$ cat src/rtl/mem_stage.sv
// MIPS pipeline MEM stage: holds one EXE entry, waits for the data-SRAM response,
// aligns load data and drives the WB bus plus forwarding/hazard outputs.
module mem_stage #(
  parameter int unsigned ES_TO_MS_BUS_WD = 106,
  parameter int unsigned MS_TO_WS_BUS_WD = 74
) (
  input  logic                       clk,
  input  logic                       reset,
  input  logic                       ws_allowin,
  output logic                       ms_allowin,
  input  logic                       es_to_ms_valid,
  input  logic [ES_TO_MS_BUS_WD-1:0] es_to_ms_bus,
  output logic                       ms_to_ws_valid,
  output logic [MS_TO_WS_BUS_WD-1:0] ms_to_ws_bus,
  input  logic                       data_sram_data_ok,
  input  logic [31:0]                data_sram_rdata,
  input  logic                       ms_stall,
  output logic                       ms_valid,
  output logic [4:0]                 ms_rd,
  output logic [31:0]                ms_final_result,
  output logic [3:0]                 ms_rf_wen,
  output logic                       ms_reg_write
);

  typedef enum logic [1:0] {
    IDLE = 2'd0,
    WAIT = 2'd1,
    HELD = 2'd2
  } state_e;

  state_e                     state_q;
  logic                       ms_valid_q;
  logic [ES_TO_MS_BUS_WD-1:0] bus_q;
  logic [31:0]                rdata_buf_q;
  logic                       rdata_buf_v_q;

  logic [2:0]  ld_op;
  logic        mem_req;
  logic [31:0] rt_value;
  logic        gr_we;
  logic [4:0]  dest;
  logic [31:0] alu_result;
  logic [31:0] pc;

  assign {ld_op, mem_req, rt_value, gr_we, dest, alu_result, pc} = bus_q;

  logic data_ok_w;
  logic ms_ready_go;
  logic leave;
  logic latch;
  logic new_req;

  // data_ok only counts while a request is outstanding; strays elsewhere are dropped
  assign data_ok_w      = data_sram_data_ok & (state_q == WAIT);
  assign ms_ready_go    = ms_valid_q & ~ms_stall & (~mem_req | data_ok_w | rdata_buf_v_q);
  assign ms_allowin     = ~ms_valid_q | (ms_ready_go & ws_allowin);
  assign ms_to_ws_valid = ms_valid_q & ms_ready_go;
  assign leave          = ms_ready_go & ws_allowin;
  assign latch          = es_to_ms_valid & ms_allowin;
  assign new_req        = latch & es_to_ms_bus[102];

  // Load alignment
  logic [31:0] rdata_eff;
  logic [1:0]  addr;
  logic [4:0]  byte_sh;
  logic [4:0]  lwl_sh;
  logic [7:0]  byte_sel;
  logic [15:0] half_sel;
  logic [31:0] lwl_data;
  logic [31:0] lwr_data;
  logic [3:0]  lwl_wen;
  logic [3:0]  lwr_wen;
  logic [31:0] lwl_res;
  logic [31:0] lwr_res;
  logic [31:0] final_result;
  logic [3:0]  rf_wen;

  assign rdata_eff = rdata_buf_v_q ? rdata_buf_q : data_sram_rdata;
  assign addr      = alu_result[1:0];
  assign byte_sh   = {addr, 3'b000};
  assign lwl_sh    = {2'(2'd3 - addr), 3'b000};
  assign byte_sel  = 8'(rdata_eff >> byte_sh);
  assign half_sel  = addr[1] ? rdata_eff[31:16] : rdata_eff[15:0];
  assign lwl_data  = rdata_eff << lwl_sh;
  assign lwr_data  = rdata_eff >> byte_sh;
  assign lwl_wen   = 4'(4'b1111 << (2'd3 - addr));
  assign lwr_wen   = 4'(4'b1111 >> addr);

  // Partial-word loads keep the untouched bytes of rt
  always_comb begin
    lwl_res = rt_value;
    lwr_res = rt_value;
    for (int i = 0; i < 4; i++) begin
      if (lwl_wen[i]) lwl_res[8*i +: 8] = lwl_data[8*i +: 8];
      if (lwr_wen[i]) lwr_res[8*i +: 8] = lwr_data[8*i +: 8];
    end
  end

  always_comb begin
    final_result = alu_result;
    rf_wen       = 4'b1111;
    case (ld_op)
      3'd1:    final_result = {{24{byte_sel[7]}}, byte_sel};
      3'd2:    final_result = {24'd0, byte_sel};
      3'd3:    final_result = {{16{half_sel[15]}}, half_sel};
      3'd4:    final_result = {16'd0, half_sel};
      3'd5:    final_result = rdata_eff;
      3'd6: begin
        final_result = lwl_res;
        rf_wen       = lwl_wen;
      end
      3'd7: begin
        final_result = lwr_res;
        rf_wen       = lwr_wen;
      end
      default: rf_wen = {4{gr_we}};
    endcase
  end

  assign ms_to_ws_bus    = {rf_wen, gr_we, dest, final_result, pc};
  assign ms_valid        = ms_valid_q;
  assign ms_rd           = dest;
  assign ms_final_result = final_result;
  assign ms_rf_wen       = rf_wen;
  assign ms_reg_write    = ms_valid_q & gr_we & (rf_wen != 4'd0);

  // Valid bit, response FSM and read-data buffer
  always_ff @(posedge clk or posedge reset) begin
    if (reset) begin
      ms_valid_q    <= 1'b0;
      state_q       <= IDLE;
      rdata_buf_q   <= 32'd0;
      rdata_buf_v_q <= 1'b0;
    end else begin
      if (ms_allowin) ms_valid_q <= es_to_ms_valid;
      case (state_q)
        IDLE: begin
          if (new_req) state_q <= WAIT;
        end
        WAIT: begin
          if (data_ok_w) begin
            if (leave) begin
              state_q <= new_req ? WAIT : IDLE;
            end else begin
              state_q       <= HELD;
              rdata_buf_q   <= data_sram_rdata;
              rdata_buf_v_q <= 1'b1;
            end
          end
        end
        HELD: begin
          if (leave) begin
            rdata_buf_v_q <= 1'b0;
            state_q       <= new_req ? WAIT : IDLE;
          end
        end
        default: state_q <= IDLE;
      endcase
    end
  end

  // Payload needs no reset: it is qualified by ms_valid_q
  always_ff @(posedge clk) begin
    if (latch) bus_q <= es_to_ms_bus;
  end

endmodule
$ cat config.mk
export PLATFORM = sky130hd
export DESIGN_NAME = mem_stage
export DESIGN_NICKNAME = d
export VERILOG_FILES = /design/src/rtl/mem_stage.sv
export SDC_FILE = /design/constraint.sdc
export NUM_CORES = 1
export LEC_CHECK = 0
export CORE_AREA = 2 2 132 134
export CTS_CLUSTER_SIZE = 20
export DETAILED_ROUTE_END_ITERATION = 8
export DIE_AREA = 0 0 134 136
export PLACE_DENSITY = 0.84
export SYNTH_ARGS = -nofsm -noshare
export SYNTH_HDL_FRONTEND = slang
export SYNTH_SLANG_ARGS = --single-unit
$ cat constraint.sdc
create_clock -name clk -period 6.7 [get_ports clk]
set_clock_uncertainty 0.1 [all_clocks]
set_input_delay 1.675 -clock clk [delete_from_list [all_inputs] [get_ports clk]]
set_output_delay 1.675 -clock clk [all_outputs]
set_load 0.01 [all_outputs]
==> results.json <==
{
  "yosysWarnings": 0,
  "ctsHoldBuffers": 0,
  "tightest_slew_ns": 1.15,
  "p_sw_mw": 1.16,
  "cts_resized": 0,
  "clk_pin_slew_worst_paths_ns": 0.06,
  "period_needed_ns": 6.05,
  "swShare_pct": 34.4,
  "cp-end-kind": "output pin",
  "track_usage_pct": 27.9,
  "cp-start-kind": "input pin",
  "tns_ns": 0,
  "htree_levels": 4,
  "cap_viol_max_count": 0,
  "synth_ff_type": "edfxtp_1",
  "fin_nets": 1010,
  "drive_above_1_share_pct": 13.4,
  "syn_inst": 701,
  "grt_max_degree": 85,
  "synth_top_area_share_pct": 38.7,
  "via_count": 6567,
  "yosys.area.top_type": "edfxtp_1",
  "reg2reg_from": "rdata_buf_v_q$_DFFE_PP0P_",
  "slew_violations": 0,
  "max_slew_margin_pct": 22.9,
  "rsz0062_at_grt": "no",
  "design.core.area_um2": 16900,
  "grt_pass1_vias": 6585,
  "synth_edf_count": 106,
  "drtAntennaViolNets": 0,
  "numCtsBuffers": 17,
  "area.growth.synth_to_final_pct": 32.9,
  "drtIter0Drc": 681,
  "die_area_um2": 18200,
  "io_buffers": 262,
  "tritoncts": "done",
  "post-cts-setup-buffers": 0,
  "synth_cell_types": 64,
  "viasPerCell": 5.95,
  "antennaDiodeCount": 0,
  "synth_area_um2": 8230,
  "cts_root_buffer": "clkbuf_16",
  "yosys_register_bits": 142,
  "die_width_um": 134,
  "crit_start": "data_sram_rdata[15]",
  "grt_pass1_wl_um": 37500,
  "hold_viol_final": 0,
  "hold_path_startpoint": "rdata_buf_q[29]$_DFFE_PP0P_",
  "dp_hpwl_um": 19200,
  "yosysMostFrequentCell": "edfxtp_1",
  "rows": 48,
  "synth.avg_cell_area_um2": 11.7,
  "initial_core_util_pct": 48.8,
  "antenna_found_initial": 0,
  "clock_path_buffers": 2,
  "wl_um": 25600,
  "fin_cells": 1103,
  "grt-ovfl-total": 0,
  "combPwrFrac_pct": 37.3,
  "crit_arrival_ns": 4.27,
  "setup_violations": 0,
  "p_leak_nw": 4.12,
  "path_max_fanout": 10,
  "fmax_mhz": 165,
  "power_frac_clock_pct": 27.2,
  "place_inst": 1072,
  "p_per_area_nw_per_um2": 309,
  "irDropWorstVdd_mv": 0.190,
  "die_h_um": 136,
  "cp.required_ns": 4.93,
  "p_int_mw": 2.22,
  "syn_nets": 845,
  "drtPass1Iterations": 5,
  "post_drt_wl_per_cell_um": 23.2,
  "cts_sinks": 142,
  "outcome": "completed",
  "async_flop_share_pct": 25.4,
  "clkLatencyLatePin_ns": 0.43,
  "critPathKind": "input pin to output pin",
  "seq_power_share_pct": 35.5,
  "hold_class": "register to register",
  "gp_congestion": 0.975,
  "ys_seq_area_share_pct": 49.6,
  "pin_count": 263,
  "fin_crit_sh_pct": 90.3,
  "route.detailed.drc": 0,
  "synth_common_cells": "106 x edfxtp_1, 81 x buf_4, 65 x nor2_1",
  "synth.area.top_cells": "edfxtp_1 39%, dfrtp_1 11%, buf_4 7.4%, mux2i_1 6.0%, mux2_2 5.5%"
}
## per-stage QoR
stage	hold slack (ns)	cell area [um^2]	worst slack, ns	power (mW)	util [%]
after floorplan	0.382	8230	1.51	1.96	-
after global routing	0.454	10900	0.565	3.51	64.8
after CTS	0.432	10900	0.664	3.37	64.8
after global placement	0.402	10400	0.704	2.43	61.5
final	0.431	10900	0.653	3.38	64.8
after detailed placement	0.417	10400	0.675	2.46	61.5
## metal layers
| layer | vias to the layer above | wire length (um) | track usage [%] |
|---|---|---|---|
| met5 | - | 0 | 0 |
| met4 | 0 | 1010 | 13.1 |
| met3 | 70 | 2270 | 6.90 |
| met2 | 397 | 13200 | 49.0 |
| met1 | 3170 | 9170 | 32.2 |
| li1 | 2930 | - | - |
## cells in the final DEF (no fill, tap or decap), types with 6 or more instances in the layout
| cell type | netlist | final |
|---|---|---|
| o221ai_1 | 12 | 12 |
| mux2_2 | 40 | 40 |
| a211oi_1 | 11 | 11 |
| mux2i_1 | 49 | 49 |
| inv_1 | 7 | 7 |
| nand2_1 | 35 | 35 |
| nor3_1 | 8 | 8 |
| buf_4 | 81 | 11 |
| a31oi_1 | 7 | 7 |
| or2_2 | 7 | 7 |
| a22oi_1 | 6 | 6 |
| clkbuf_16 | 0 | 17 |
| o21ai_0 | 21 | 21 |
| o22ai_1 | 25 | 25 |
| nand2b_1 | 14 | 14 |
| a21oi_1 | 26 | 26 |
| o32a_1 | 14 | 14 |
| mux4_2 | 16 | 16 |
| clkdlybuf4s50_1 | 0 | 262 |
| inv_6 | 0 | 6 |
| dfrtp_1 | 36 | 35 |
| nor2_1 | 65 | 65 |
| edfxtp_1 | 106 | 106 |
## flip-flops by register name (all words and copies together) (netlist names)
| register | count |
|---|---|
| bus_q | 106 |
| ms_valid | 1 |
| rdata_buf_q | 32 |
| rdata_buf_v_q | 1 |
| state_q | 2 |
## worst max-delay path: stages
cell	delay [ns]
clkdlybuf4s50_1	0.51
mux2i_1	0.15
a22o_1	0.26
or2_1	0.35
o22ai_4	0.44
o32a_1	0.28
clkdlybuf4s50_1	0.61
## cell families after synthesis
family / count (synthesis) / share of synthesized area (%)
compound gates: 162 / 14.4
simple gates: 153 / 8.71
flops: 142 / 49.6
buf+inv: 134 / 10.6
mux: 110 / 16.7
## worst paths after layout
| check | to | slack, ns | cells after the start |
|---|---|---|---|
| max | ms_to_ws_bus[47] | 0.65 | 7 |
| min | rdata_buf_q[29]$_DFFE_PP0P_ | 0.43 | 1 |
| max reg2reg | bus_q[91]$_DFFE_PN_ | 3.37 | 6 |
| min reg2reg | rdata_buf_q[29]$_DFFE_PP0P_ | 0.43 | 1 |
| max in group asynchronous | rdata_buf_v_q$_DFFE_PP0P_ | 4.58 | 3 |
| min in group asynchronous | rdata_buf_q[10]$_DFFE_PP0P_ | 1.56 | 3 |
## power groups by stage
stage	clock, mW	combinational (mW)	sequential (mW)
3_5_place_dp	0	1.24	1.22
5_1_grt	0.967	1.32	1.22
2_1_floorplan	0	0.783	1.17
6_report	0.919	1.26	1.20
4_1_cts	0.927	1.25	1.20
3_3_place_gp	0	1.23	1.20
## cell type report
cell class	instances	area [um^2]
Fill cell	1322	5940
Sequential cell	142	4090
Multi-Input combinational cell	425	3280
Timing Repair Buffer	273	2710
Clock buffer	17	425
Tap cell	225	282
Clock inverter	14	140
Inverter	7	26.3
Note: power is estimated with default switching activity, not from simulation.
